**src/rtl/stack_op_sequencer_pkg.sv**
```systemverilog
// Shared definitions for the operand-stack command sequencer: stack op and
// status encodings, command/error/ALU function codes and FSM states.
package stack_op_sequencer_pkg;

  // Stack port encodings (shared with the operand stack itself)
  typedef enum logic [1:0] {
    STK_NONE    = 2'd0,
    STK_PUSH    = 2'd1,
    STK_POP     = 2'd2,
    STK_REPLACE = 2'd3
  } stk_op_e;

  typedef enum logic [2:0] {
    ST_NONE      = 3'd0,
    ST_EMPTY     = 3'd1,
    ST_FULL      = 3'd2,
    ST_UNDERFLOW = 3'd3,
    ST_OVERFLOW  = 3'd4
  } stk_status_e;

  // Command request codes
  typedef enum logic [1:0] {
    CMD_PUSH_IMM = 2'd0,
    CMD_DROP     = 2'd1,
    CMD_UNARY    = 2'd2,
    CMD_BINARY   = 2'd3
  } cmd_e;

  // Response error codes
  typedef enum logic [1:0] {
    ERR_OK        = 2'd0,
    ERR_UNDERFLOW = 2'd1,
    ERR_OVERFLOW  = 2'd2,
    ERR_ILLEGAL   = 2'd3
  } err_e;

  // Sequencer FSM states
  typedef enum logic [2:0] {
    S_IDLE    = 3'd0,
    S_POP     = 3'd1,
    S_FETCH   = 3'd2,
    S_WRITE   = 3'd3,
    S_RESTORE = 3'd4,
    S_RESP    = 3'd5
  } state_e;

  // Binary ALU functions (a = second from top, b = top of stack)
  localparam logic [3:0] FN_ADD  = 4'd0;
  localparam logic [3:0] FN_SUB  = 4'd1;
  localparam logic [3:0] FN_AND  = 4'd2;
  localparam logic [3:0] FN_OR   = 4'd3;
  localparam logic [3:0] FN_XOR  = 4'd4;
  localparam logic [3:0] FN_SHL  = 4'd5;
  localparam logic [3:0] FN_SHR  = 4'd6;
  localparam logic [3:0] FN_EQ   = 4'd7;
  localparam logic [3:0] FN_LTU  = 4'd8;
  localparam logic [3:0] FN_MUL  = 4'd9;

  // Unary ALU functions (operate on top of stack)
  localparam logic [3:0] FN_EQZ  = 4'd0;
  localparam logic [3:0] FN_NOT  = 4'd1;
  localparam logic [3:0] FN_INC  = 4'd2;
  localparam logic [3:0] FN_DEC  = 4'd3;

  // Stack holds no usable operand
  function automatic logic is_no_operand(input logic [2:0] st);
    return (st == ST_EMPTY) || (st == ST_UNDERFLOW);
  endfunction

  // Stack cannot accept another push
  function automatic logic is_full(input logic [2:0] st);
    return (st == ST_FULL) || (st == ST_OVERFLOW);
  endfunction

endpackage

```
**src/rtl/stack_op_sequencer_alu.sv**
```systemverilog
// Combinational ALU for the stack sequencer. Results are mod 2^WIDTH.
// Build option: define STACK_SEQ_MUL_EN to enable BINARY fn 9 (low half of
// a*b); without it fn 9 is reported illegal and no multiplier exists.
module stack_seq_alu
  import stack_op_sequencer_pkg::*;
#(
  parameter int WIDTH = 8
) (
  input  logic [3:0]       i_fn,
  input  logic [WIDTH-1:0] i_a,
  input  logic [WIDTH-1:0] i_b,
  input  logic             i_unary,
  output logic [WIDTH-1:0] o_result,
  output logic             o_illegal
);

  localparam int SHW = $clog2(WIDTH);
  localparam logic [WIDTH-1:0] ONE = WIDTH'(1);

`ifdef STACK_SEQ_MUL_EN
  logic [WIDTH-1:0] w_mul;
  assign w_mul = i_a * i_b;
`endif

  // Function decode and evaluation
  always_comb begin
    o_result  = '0;
    o_illegal = 1'b0;
    if (i_unary) begin
      case (i_fn)
        FN_EQZ:  o_result = (i_b == '0) ? ONE : '0;
        FN_NOT:  o_result = ~i_b;
        FN_INC:  o_result = i_b + ONE;
        FN_DEC:  o_result = i_b - ONE;
        default: o_illegal = 1'b1;
      endcase
    end else begin
      case (i_fn)
        FN_ADD:  o_result = i_a + i_b;
        FN_SUB:  o_result = i_a - i_b;
        FN_AND:  o_result = i_a & i_b;
        FN_OR:   o_result = i_a | i_b;
        FN_XOR:  o_result = i_a ^ i_b;
        FN_SHL:  o_result = i_a << i_b[SHW-1:0];
        FN_SHR:  o_result = i_a >> i_b[SHW-1:0];
        FN_EQ:   o_result = (i_a == i_b) ? ONE : '0;
        FN_LTU:  o_result = (i_a < i_b) ? ONE : '0;
`ifdef STACK_SEQ_MUL_EN
        FN_MUL:  o_result = w_mul;
`else
        FN_MUL:  o_illegal = 1'b1;
`endif
        default: o_illegal = 1'b1;
      endcase
    end
  end

endmodule

```
**src/rtl/stack_op_sequencer.sv**
```systemverilog
// Operand-stack initiator: expands PUSH_IMM/DROP/UNARY/BINARY commands into
// stack op sequences, guards destructive steps with stack status, and
// returns one response per command. Build option STACK_SEQ_MUL_EN (see ALU).
module stack_op_sequencer
  import stack_op_sequencer_pkg::*;
#(
  parameter int WIDTH = 8
) (
  input  logic             clk,
  input  logic             reset,
  input  logic             req_valid,
  output logic             req_ready,
  input  logic [1:0]       req_cmd,
  input  logic [3:0]       req_fn,
  input  logic [WIDTH-1:0] req_imm,
  output logic             resp_valid,
  output logic [1:0]       resp_err,
  output logic [WIDTH-1:0] resp_data,
  output logic [1:0]       stk_op,
  output logic [WIDTH-1:0] stk_data,
  input  logic [WIDTH-1:0] stk_tos,
  input  logic [2:0]       stk_status
);

  state_e           r_state;
  logic [1:0]       r_cmd;
  logic [3:0]       r_fn;
  logic [WIDTH-1:0] r_b;

  logic             w_idle;
  logic             w_accept;
  logic [3:0]       w_alu_fn;
  logic [WIDTH-1:0] w_alu_b;
  logic             w_alu_unary;
  logic [WIDTH-1:0] w_alu_result;
  logic             w_alu_illegal;

  assign w_idle   = (r_state == S_IDLE);
  assign w_accept = w_idle && req_valid && req_ready;

  // In IDLE the ALU sees the incoming request (legality check, unary
  // result); afterwards it sees the latched fn with a = fresh tos, b = r_b.
  assign w_alu_fn    = w_idle ? req_fn : r_fn;
  assign w_alu_b     = w_idle ? stk_tos : r_b;
  assign w_alu_unary = w_idle && (req_cmd == CMD_UNARY);

  stack_seq_alu #(.WIDTH(WIDTH)) u_alu (
    .i_fn      (w_alu_fn),
    .i_a       (stk_tos),
    .i_b       (w_alu_b),
    .i_unary   (w_alu_unary),
    .o_result  (w_alu_result),
    .o_illegal (w_alu_illegal)
  );

  // Latch command fields and operand b at accept
  always_ff @(posedge clk) begin
    if (w_accept) begin
      r_cmd <= req_cmd;
      r_fn  <= req_fn;
      r_b   <= stk_tos;
    end
  end

  // Command sequencing FSM with registered outputs
  always_ff @(posedge clk) begin
    if (reset) begin
      r_state    <= S_IDLE;
      req_ready  <= 1'b0;
      resp_valid <= 1'b0;
      resp_err   <= ERR_OK;
      resp_data  <= '0;
      stk_op     <= STK_NONE;
      stk_data   <= '0;
    end else begin
      stk_op     <= STK_NONE;
      resp_valid <= 1'b0;
      req_ready  <= 1'b0;
      case (r_state)
        S_IDLE: begin
          req_ready <= 1'b1;
          if (w_accept) begin
            req_ready <= 1'b0;
            case (req_cmd)
              CMD_PUSH_IMM: begin
                if (is_full(stk_status)) begin
                  r_state    <= S_RESP;
                  resp_valid <= 1'b1;
                  resp_err   <= ERR_OVERFLOW;
                  resp_data  <= '0;
                end else begin
                  r_state  <= S_WRITE;
                  stk_op   <= STK_PUSH;
                  stk_data <= req_imm;
                end
              end
              CMD_DROP: begin
                if (is_no_operand(stk_status)) begin
                  r_state    <= S_RESP;
                  resp_valid <= 1'b1;
                  resp_err   <= ERR_UNDERFLOW;
                  resp_data  <= '0;
                end else begin
                  r_state  <= S_WRITE;
                  stk_op   <= STK_POP;
                  stk_data <= '0;
                end
              end
              default: begin
                // Illegal fn wins so that nothing, not even a pop, is issued
                if (w_alu_illegal) begin
                  r_state    <= S_RESP;
                  resp_valid <= 1'b1;
                  resp_err   <= ERR_ILLEGAL;
                  resp_data  <= '0;
                end else if (is_no_operand(stk_status)) begin
                  r_state    <= S_RESP;
                  resp_valid <= 1'b1;
                  resp_err   <= ERR_UNDERFLOW;
                  resp_data  <= '0;
                end else if (req_cmd == CMD_UNARY) begin
                  r_state  <= S_WRITE;
                  stk_op   <= STK_REPLACE;
                  stk_data <= w_alu_result;
                end else begin
                  r_state <= S_POP;
                  stk_op  <= STK_POP;
                end
              end
            endcase
          end
        end
        S_POP: begin
          r_state <= S_FETCH;
        end
        S_FETCH: begin
          // Empty after the pop means b was the only entry: put it back
          if (stk_status == ST_EMPTY) begin
            r_state  <= S_RESTORE;
            stk_op   <= STK_PUSH;
            stk_data <= r_b;
          end else begin
            r_state  <= S_WRITE;
            stk_op   <= STK_REPLACE;
            stk_data <= w_alu_result;
          end
        end
        S_WRITE: begin
          r_state    <= S_RESP;
          resp_valid <= 1'b1;
          resp_err   <= ERR_OK;
          resp_data  <= (r_cmd == CMD_DROP) ? '0 : stk_data;
        end
        S_RESTORE: begin
          r_state    <= S_RESP;
          resp_valid <= 1'b1;
          resp_err   <= ERR_UNDERFLOW;
          resp_data  <= '0;
        end
        S_RESP: begin
          r_state   <= S_IDLE;
          req_ready <= 1'b1;
        end
        default: begin
          r_state <= S_IDLE;
        end
      endcase
    end
  end

endmodule

```
**config.mk**
```make
export PLATFORM = sky130hd
export DESIGN_NAME = stack_op_sequencer
export DESIGN_NICKNAME = d
export VERILOG_FILES = /design/src/rtl/stack_op_sequencer_pkg.sv /design/src/rtl/stack_op_sequencer_alu.sv /design/src/rtl/stack_op_sequencer.sv
export SDC_FILE = /design/constraint.sdc
export NUM_CORES = 1
export LEC_CHECK = 0
export ABC_AREA = 1
export ABC_CLOCK_PERIOD_IN_PS = 3200
export CORE_MARGIN = 3
export CORE_UTILIZATION = 55
export DETAILED_ROUTE_END_ITERATION = 16
export GPL_TIMING_DRIVEN = 0
export PLACE_DENSITY = 0.87
export SYNTH_ARGS = -nofsm -noshare
export SYNTH_HDL_FRONTEND = slang
export SYNTH_SLANG_ARGS = --single-unit
```
**constraint.sdc**
```tcl
create_clock -name clk -period 3.2 [get_ports clk]
set_clock_uncertainty 0.05 [all_clocks]
set_input_delay 0.32 -clock clk [delete_from_list [all_inputs] [get_ports clk]]
set_output_delay 0.32 -clock clk [all_outputs]
set_load 0.01 [all_outputs]
```
# After elaboration in Yosys (flattened, before gate mapping)
# Index checks and enable logic that the tools add are counted.
# W data, S select, Z words.
# classes
addsub	4
n_lt_le_gt_ge	1
n_eq_ne	28
shifts	2
n_mux	59
bitwise	4
reduce_logical	16
# ops
cell	count
$mux W8	14
$pmux W8 S9	1
$pmux W8 S2	3
$pmux W8 S4	1
$pmux W8 S3	1
$mux W2	10
$mux W3	6
$eq A4 B3 Y1 const B	4
$mux W1	13
$eq A3 B2 Y1 const B	4
$pmux W2 S2	3
$pmux W3 S4	1
$eq A3 B3 Y1 const B	3
$ne A3 B3 Y1 const B	3
$reduce_or A9 Y1	1
$add A8 B1 Y8 const B	1
$add A8 B8 Y8	1
$and A8 B8 Y8	1
$eq A4 B2 Y1 const B	2
$eq A8 B8 Y1	1
$logic_not A8 Y1	1
$lt A8 B8 Y1	1
$not A8 Y8	1
$or A8 B8 Y8	1
29 further kinds	36
# totals
regBits	39
in_bits	28
out_inout_bits	22
elab_cells	124

# Depth between registers and ports, before layout
# Gate-level depths: netlist of run 1.
# logic_depth
ltp_word	12
depth_mapped	24
depth_no_buf	21

# Modules after synthesis
# From an unflattened synthesis of run 1, not the netlist that was laid out.
# hier_totals
cells_unflattened	692
hier_area_um2	4184.0
# modules_own_cells
mod	n_inst	cells_per_inst	area_each_um2	seq_area_each_um2
stack_seq_alu	1	400	2162.1	0.0
stack_op_sequencer	1	292	2021.9	920.9

# Worst setup path before layout of run 1
# Ideal clock, no wire load.
# synth_path
kind	register to register
start	register r_state[0]
end	register stk_data[4]
setup_time_ps	119
arrival_ps	2657
required_ps	3031
path_slack_ps	374
path_stages_with_launch	19
path_buffers	1
synth_period_minus_slack_ps	2826
cell_sequence	dfxtp_1 nor2_8 nand2_4 buf_4 o21ai_2 ha_1 inv_1 fa_1 nor2_1 o21ai_0 nand2_1 nand2_1 nor3b_1 a211oi_1 nand4_1 nand2_1 nand2_1 nand2_1 a21oi_1
# synth_between
elab_chain_cells	11
word_cells_on_any_way	49
cone_classes	add/sub (4); eq/ne (15); shift (2); mux (15); bitwise (4); reduce/logical (9)
# synth_rtl
item	line	source
start: declaration	stack_op_sequencer.sv:25	state_e r_state;
start signal: assignment	stack_op_sequencer.sv:68	r_state <= S_IDLE;
start signal: assignment	stack_op_sequencer.sv:87	r_state <= S_RESP;
start signal: assignment	stack_op_sequencer.sv:92	r_state <= S_WRITE;
$logic_not A3 Y1	stack_op_sequencer.sv:38, stack_op_sequencer.sv:79	
$mux W8 / $mux W4 (equally long branches)	stack_op_sequencer.sv:44, stack_op_sequencer.sv:43	
$sub A8 B8 Y8 (tied with other cells)	stack_op_sequencer_alu.sv:40	FN_SUB: o_result = i_a - i_b;
$pmux W8 S9 / $pmux W8 S4 (equally long branches)	stack_op_sequencer_alu.sv:38, stack_op_sequencer_alu.sv:30	
$mux W8	stack_op_sequencer_alu.sv:29	if (i_unary) begin
$mux W8	stack_op_sequencer.sv:121	end else if (req_cmd == CMD_UNARY) begin
$mux W8	stack_op_sequencer.sv:116	end else if (is_no_operand(stk_status)) begin
$mux W8	stack_op_sequencer.sv:111	if (w_alu_illegal) begin
$pmux W8 S2	stack_op_sequencer.sv:84	case (req_cmd)
$mux W8	stack_op_sequencer.sv:82	if (w_accept) begin
$pmux W8 S2	stack_op_sequencer.sv:79	case (r_state)
end signal: assignment	stack_op_sequencer.sv:94	stk_data <= req_imm;
end signal: assignment	stack_op_sequencer.sv:124	stk_data <= w_alu_result;
end signal: assignment	stack_op_sequencer.sv:141	stk_data <= r_b;
end: declaration	stack_op_sequencer.sv:20	output logic [WIDTH-1:0] stk_data,
# Several ways; a longest one is shown, not always the timed one. The select of a mux whose other input is x is not followed.
# A chain may end at the register's enable or synchronous reset.

# Worst setup path after layout of run 1
# layout_path
start	register r_state[1]
end	register stk_data[0]
# layout_between
elab_chain_cells	12
word_cells_on_any_way	55
cone_classes	add/sub (4); order compare (1); eq/ne (16); shift (2); mux (18); bitwise (4); reduce/logical (10)
# layout_rtl
item	line	source
$logic_not A3 Y1	stack_op_sequencer.sv:38, stack_op_sequencer.sv:79	
$mux W8	stack_op_sequencer.sv:44	assign w_alu_b = w_idle ? stk_tos : r_b;
$lt A8 B8 Y1 (tied with other cells)	stack_op_sequencer_alu.sv:47	FN_LTU: o_result = (i_a < i_b) ? ONE : '0;
$mux W1, on equally long branches	stack_op_sequencer_alu.sv:47, stack_op_sequencer_alu.sv:31, stack_op_sequencer_alu.sv:46	
$pmux W8 S9 / $pmux W8 S4 (equally long branches)	stack_op_sequencer_alu.sv:38, stack_op_sequencer_alu.sv:30	
$mux W8	stack_op_sequencer_alu.sv:29	
$mux W8	stack_op_sequencer.sv:121	
$mux W8	stack_op_sequencer.sv:116	
$mux W8	stack_op_sequencer.sv:111	
$pmux W8 S2	stack_op_sequencer.sv:84	
$mux W8	stack_op_sequencer.sv:82	
$pmux W8 S2	stack_op_sequencer.sv:79	
# Several ways; a longest one is shown, not always the timed one. The select of a mux whose other input is x is not followed.

==> flow_summary_export.csv, run 1 <==
group,metric,value,unit
yosys,synth_compound_area_frac,0.2194,
floorplanning,fp.coreArea,0.006832,mm²
finish,final_common_cell,"nand2_1",
cts,cts-root-buf,"clkbuf_8",
detailed_routing,wl_per_cell,17.27,µm
finish,multi_input_area,0.002699,mm²
setup_path,cp-start-kind,"flip-flop",
floorplanning,die_w,90.40,µm
floorplanning,die_h,90.40,µm
sta,setup-violations-final,0,
finish,seqCellArea,927.1,µm²
setup_path,rrSetupSlack,0.14,ns
sta,period_share,0.9572,
place,gp_congestion,1.003,
sta,finalHoldViolCount,0,
detailed_routing,drt_iter0_markers,625,
sta,layout_min_cycle_time,3.063,ns
yosys,synth_nets,671,
pwr,power.density,1149,mW/mm²
place,dpl.hpwl,10350,µm
place,port_buffers,48,
finish,drive_gt1_frac,0.1184,
yosys,synth_top_family_by_area,"simple AND/OR/NAND/NOR gates",
setup_path,critical_path_cell_count,18,
setup_path,arrival,3.25,ns
setup_path,crit_required,3.39,ns
setup_path,crit_end,"stk_data[0]",
global_route,grt_pass1_vias,4365,
setup_path,crit_top_cell,"nand2_1",
setup_path,path_buf_inv,3,
finish,fin_util,0.6987,
global_route,antenna_found_initial,0,
yosys,synthAdderAreaFrac,0.07218,
finish,finish.instance_area,0.004773,mm²
yosys,async_flop_share,0,
detailed_routing,via_per_inst,5.918,
setup_path,worstSetupEndpointType,"flip-flop",
yosys,ys_types,51,
sta,drv_slew,0,
pwr,vdd_drop_max,0.0005890,V
yosys,seq_area_frac_synth,0.2351,
detailed_routing,num_vias,4616,
yosys,syn_area,0.003918,mm²
sta,whs,0.3187,ns
floorplanning,fp-row-count,30,
cts,cts_buffer_depth,2,
setup_path,critPathMaxStageDelay,0.36,ns
floorplanning,die-area,0.008171,mm²
setup_path,critPathSlowestCell,"dfxtp_2",
global_route,grt_usage,0.3265,
setup_path,rr_endpoint,"stk_data[0]",
setup_path,crit_fanout,10,
setup_path,r2r-start,"r_state[1]",
yosys,synth-edff-count,14,
cts,htreeDepth,2,
setup_path,worstSetupPathType,"reg -> reg",
sta,setup_ws,0.1369,ns
cts,cts_made_buffers,5,
yosys,syn-instance-count,621,
sta,max_slew.worst_pin.slew,0.7598,ns
finish,nFillCells,633,
finish,n_antenna_cell,0,
detailed_routing,drt_wl_total,13470,µm
floorplanning,start_util,0.5734,
place,dpl_cell_area,0.004518,mm²
global_route,grt-ovfl-total,0,
sta,slew_headroom,0.4904,
detailed_routing,drcViolationCount,0,
yosys,synth_seq_cells,39,
setup_path,ff2ff_path_depth,18,
setup_path,crit_chain,"nor2_8, nand2_4, inv_2, buf_6, nor2_1, a21oi_4, ha_1, inv_1, nand2_1, nor4_2, nand3_1, nor3_1, nor2_1, nand3_1, nand2_1, nand2_1, nand2_1, a21oi_1",
cts,path_clk_slew,0.08,ns
global_route,grt_max_degree,21,
detailed_routing,detail-route-antenna-nets,0,
yosys,avgSynthCellArea,6.308,µm²
global_route,grt_pass1_wl,21740,µm
yosys,synthSimpleGateAreaFrac,0.3676,
floorplanning,pin_count,50,
cts,clock_sinks,39,
finish,fin_cells,780,
setup_path,path_delay_family,"simple AND/OR/NAND/NOR gates",
place,dp_slack,-0.7620,ns
sta,max_freq,326.5,MHz
cts,insertion_delay,0.31,ns
finish,layout.nets,733,
detailed_routing,drtPass1Iterations,7,
yosys,yosys_warnings,0,
finish,final_cell_mix,"nand2_1 (175), inv_1 (68), nor2_1 (55)",
job,cap_violations,0,
finish,syn_to_final_growth,21.85,%
cts,cts_tree,"done",
yosys,synth_ff_type,"dfxtp_1",
setup_path,startpoint,"r_state[1]",
yosys,synthXorXnorAreaFrac,0.008943,
run_status,status,"finished, final reports clean",
worst_hold_path,hold_path_class,"in -> reg",
yosys,synth_mux_area_frac,0,
pwr,cellLeakagePower,2.158,nW
place,dp.cells,765,
worst register-to-register path: stages, from the launching register on:
cell and delay [ns]:
dfxtp_2 0.36, nor2_8 0.13, nand2_4 0.09, inv_2 0.08
buf_6 0.16, nor2_1 0.09, a21oi_4 0.23, ha_1 0.34
inv_1 0.21, nand2_1 0.10, nor4_2 0.34, nand3_1 0.14
nor3_1 0.20, nor2_1 0.07, nand3_1 0.08, nand2_1 0.05
nand2_1 0.08, nand2_1 0.06, a21oi_1 0.14
cell families (layout without fill, tap and decap cells):
family | count (synthesis) | count (layout)
flip-flops | 39 | 39
AO/OA/AOI/OAI | 141 | 141
AND/OR/NAND/NOR | 325 | 325
XOR/XNOR | 4 | 4
buffers and inverters | 90 | 153
adder cells (fa/ha/maj) | 22 | 22
registers in the layout, summed over array words and instances (netlist names), 2 cells and up:
signal / cells
r_b: 8
r_cmd: 2
r_fn: 4
r_state: 3
resp_data: 8
resp_err: 2
stk_data: 8
stk_op: 2
through the flow:
stage | total power [mW] | TNS, ns
after CTS | 5.204 | 0
final | 5.484 | 0
after global routing | 5.933 | -0.04449
after global placement | 4.674 | -2.840
after floorplan | 3.631 | 0
after detailed placement | 4.736 | -3.131
cell usage after synthesis, types with 5 or more instances:
cell | n | area (µm²)
edfxtp_1 | 14 | 420.4
a21oi_2 | 5 | 43.79
nor2_2 | 5 | 31.28
a21oi_1 | 40 | 200.2
nand2_1 | 176 | 660.6
a31oi_1 | 7 | 43.79
dfxtp_1 | 25 | 500.5
nor3_1 | 12 | 60.06
a32o_1 | 5 | 50.05
nand2_2 | 6 | 37.54
inv_2 | 6 | 22.52
nor2_1 | 56 | 210.2
ha_1 | 21 | 262.8
o21ai_0 | 53 | 265.3
nand3_1 | 45 | 225.2
a211oi_1 | 5 | 37.54
inv_1 | 70 | 262.8
worst min-delay path by stage:
stage / end / cells after the start / startpoint / slack (ns)
final: resp_data[1] / 2 / reset / 0.32
after global routing: resp_data[1] / 2 / reset / 0.33
after CTS: resp_data[1] / 2 / reset / 0.32
after detailed placement: resp_data[6] / 2 / resp_data[6] / 0.40
after floorplan: r_b[0] / 0 / stk_tos[0] / 0.37
after global placement: resp_data[7] / 2 / resp_data[7] / 0.40
what timing repair did:
action,in CTS,in global routing
endpoints found under the setup margin,7,7
pin swaps,3,6
buffers inserted,3,6
gates resized for setup,10,18
hold buffers,0,0
area by class of cell:
class	count	area share
multi-input cells	492	0.5654
flip-flops and latches	39	0.1942
repair buffers	57	0.1159
inverters	77	0.06107
well taps	96	0.02516
plain buffers	11	0.01861
clock buffers	5	0.01442
clock inverters	3	0.005242
where the power goes:
| group | leakage [nW] | internal (mW) | switching [mW] |
|---|---|---|---|
| clock network | 0.0443 | 0.156 | 0.194 |
| registers | 0.334 | 0.652 | 0.0907 |
| logic | 1.78 | 1.49 | 2.90 |
| total | 2.16 | 2.30 | 3.19 |
routing by layer:
| metal | vias to the layer above | track usage | wire length, µm | share of wire |
|---|---|---|---|---|
| li1 | 2204 | - | - | - |
| met1 | 2063 | 0.4103 | 5369 | 0.40 |
| met2 | 292 | 0.5320 | 6183 | 0.46 |
| met3 | 57 | 0.07000 | 1352 | 0.10 |
| met4 | 0 | 0.1556 | 563 | 0.042 |
| met5 | - | 0 | 0 | 0 |
Note: power is estimated with default switching activity, not from simulation.
==> run 2, diff against run 1 <==
--- a/config.mk
+++ b/config.mk
@@ -12,6 +12,7 @@
 export DETAILED_ROUTE_END_ITERATION = 16
 export GPL_TIMING_DRIVEN = 0
 export PLACE_DENSITY = 0.87
+export SETUP_SLACK_MARGIN = 0.4
 export SYNTH_ARGS = -nofsm -noshare
 export SYNTH_HDL_FRONTEND = slang
 export SYNTH_SLANG_ARGS = --single-unit
==> flow_summary_export.csv, run 2 (synthesis gave the netlist of run 1 again) <==
group,metric,value,unit
cts,insertion_delay,0.29,ns
cts,path_clk_slew,0.08,ns
worst_hold_path,whs_path_depth,2,
worst_hold_path,hold_path_class,"in -> reg",
global_route,antenna_found_initial,0,
global_route,grt_use_met1,0.4625,
global_route,grt_pass1_wl,23860,µm
global_route,grt_use_met2,0.5881,
finish,final_cell_mix,"nand2_1 (162), inv_1 (62), nor2_1 (55)",
floorplanning,die_h,90.40,µm
pwr,power.density,1255,mW/mm²
floorplanning,fp-row-count,30,
sta,max_slew.worst_pin.slew,0.7502,ns
global_route,grt_pass1_vias,4609,
global_route,busiest_layer,"met2",
sta,max_freq,339.7,MHz
cts,cts_tree,"done",
sta,slew_headroom,0.4967,
detailed_routing,drt_wl_total,15200,µm
setup_path,arrival,3.08,ns
job,cap_violations,0,
place,port_buffers,48,
place,gp_congestion,0.9925,
setup_path,cp-start-kind,"flip-flop",
cts,cts-root-buf,"clkbuf_8",
global_route,grt_usage,0.3637,
sta,period_share,0.9200,
detailed_routing,drtPass1Iterations,6,
sta,layout_min_cycle_time,2.944,ns
detailed_routing,drcViolationCount,0,
sta,drv_slew,0,
pwr,cellLeakagePower,2.386,nW
finish,top_regs,"r_b x8, resp_data x8, stk_data x8",
pwr,vdd_drop_max,0.0006467,V
cts,cts_buffer_depth,2,
setup_path,crit_required,3.34,ns
detailed_routing,wl_per_cell,18.65,µm
worst_hold_path,worstHoldStart,"reset",
floorplanning,die_w,90.40,µm
place,dpl_cell_area,0.004526,mm²
global_route,grt_use_met3,0.06083,
detailed_routing,via_per_inst,6.160,
finish,syn_to_final_growth,37.62,%
setup_path,ff2ff_path_depth,19,
detailed_routing,drt_iter0_markers,686,
detailed_routing,detail-route-antenna-nets,0,
floorplanning,die-area,0.008171,mm²
finish,drive_gt1_frac,0.2295,
setup_path,rr_endpoint,"stk_data[4]",
cts,cts_made_buffers,5,
finish,n_antenna_cell,0,
floorplanning,fp.coreArea,0.006832,mm²
sta,tns,0,ns
sta,rsz0062_at_grt,"true",
finish,layout.nets,768,
worst_hold_path,min_to,"resp_data[1]",
floorplanning,start_util,0.5734,
global_route,grt_max_degree,21,
sta,finalHoldViolCount,0,
finish,final_common_cell,"nand2_1",
cts,htreeDepth,2,
finish,fin_cells,815,
setup_path,rrSetupSlack,0.26,ns
detailed_routing,num_vias,5020,
place,dpl.hpwl,10940,µm
setup_path,r2r-start,"r_state[0]",
setup_path,worstSetupEndpointType,"flip-flop",
floorplanning,pin_count,50,
run_status,status,"finished, final reports clean",
place,dp.cells,765,
finish,finish.instance_area,0.005391,mm²
setup_path,worstSetupPathType,"reg -> reg",
sta,setup-violations-final,0,
global_route,grt-ovfl-total,0,
setup_path,crit_fanout,10,
cts,clock_sinks,39,
## run 2: changes by cell type in the layout (fill, tap and decap cells not counted), moves of 7 or more
| cell | before | now |
|---|---|---|
| a21oi_1 | 38 | 29 |
| buf_4 | 10 | 37 |
| nand2_1 | 175 | 162 |
| nand2_2 | 7 | 19 |
| nand3_1 | 44 | 36 |
| nand3_2 | 2 | 9 |
## run 2: cell type report
type	count	area (µm²)
plain buffers	13	112.6
repair buffers	90	860.8
well taps	96	120.1
flip-flops and latches	39	932.1
fillers	529	1440
clock buffers	6	72.57
multi-input cells	492	2977
clock inverters	2	12.51
inverters	77	304.0
## run 2: worst max path at each step
stage | start | end | slack [ns] | depth (start not counted)
floorplan | r_state[0] | stk_data[0] | 0.40 | 18
global placement | stk_tos[4] | stk_data[0] | -0.72 | 17
detailed placement | stk_tos[4] | stk_data[0] | -0.78 | 17
CTS | r_state[1] | stk_data[3] | 0.34 | 19
global route | r_state[0] | stk_data[0] | 0.16 | 23
finish | r_state[0] | stk_data[4] | 0.26 | 19
## run 2: worst max-delay path: stages, from the launching register on
cell	delay [ns]
dfxtp_4	0.37
nor2_8	0.15
nand2_8	0.09
buf_8	0.14
nand2_2	0.07
o21ai_4	0.08
buf_6	0.14
buf_6	0.13
fa_2	0.37
nor2_4	0.12
o21ai_1	0.07
nand2_1	0.09
nand2_1	0.07
nor3b_4	0.16
a211oi_2	0.20
nand4_1	0.22
nand2_1	0.13
nand2_1	0.06
nand2_1	0.07
a21oi_2	0.05
## run 2: where the power goes
part / switching (mW) / leakage, nW / internal (mW)
logic: 3.43 / 2.01 / 2.25
registers: 0.0911 / 0.334 / 0.655
clock network: 0.186 / 0.0412 / 0.153
## run 2: what timing repair did
action	CTS	global route
setup buffers	30	10
resized for setup	76	38
hold buffers	0	0
cloned	2	0
setup endpoints to repair	8	8
pin swaps	35	28
## run 2: per-stage QoR
step / power [mW] / worst slack, ns / hold slack (ns) / utilization
finish: 6.768 / 0.2560 / 0.3189 / 0.7892
global route: 7.184 / 0.1647 / 0.3477 / 0.7892
CTS: 6.148 / 0.3363 / 0.3130 / 0.7599
detailed placement: 4.771 / -0.7796 / 0.4097 / 0.6625
global placement: 4.709 / -0.7156 / 0.3998 / 0.6625
floorplan: 3.642 / 0.4010 / 0.3689 / -
## run 2: layer usage
| layer | vias up | share of wire | wire length (µm) |
|---|---|---|---|
| li1 | 2284 | - | - |
| met1 | 2227 | 0.37 | 5576 |
| met2 | 405 | 0.44 | 6720 |
| met3 | 104 | 0.12 | 1828 |
| met5 | - | 0 | 0 |
| met4 | 0 | 0.071 | 1075 |
==> run 3, diff against run 2 <==
--- a/config.mk
+++ b/config.mk
@@ -6,7 +6,6 @@
 export NUM_CORES = 1
 export LEC_CHECK = 0
 export ABC_AREA = 1
-export ABC_CLOCK_PERIOD_IN_PS = 3200
 export CORE_MARGIN = 3
 export CORE_UTILIZATION = 55
 export DETAILED_ROUTE_END_ITERATION = 16
==> constraint.sdc (replaced) <==
create_clock -name clk -period 3.2 [get_ports clk]
set_clock_uncertainty 0.05 [all_clocks]
set_input_delay 0.32 -clock clk [delete_from_list [all_inputs] [get_ports clk]]
set_output_delay 0.32 -clock clk [all_outputs]
set_load 0.02 [all_outputs]
==> results of run 3 <==
Same layout as run 2 (identical final DEF). Status: finished, final reports clean.
Main changes from that run: total power 6.768 mW -> 6.817 mW
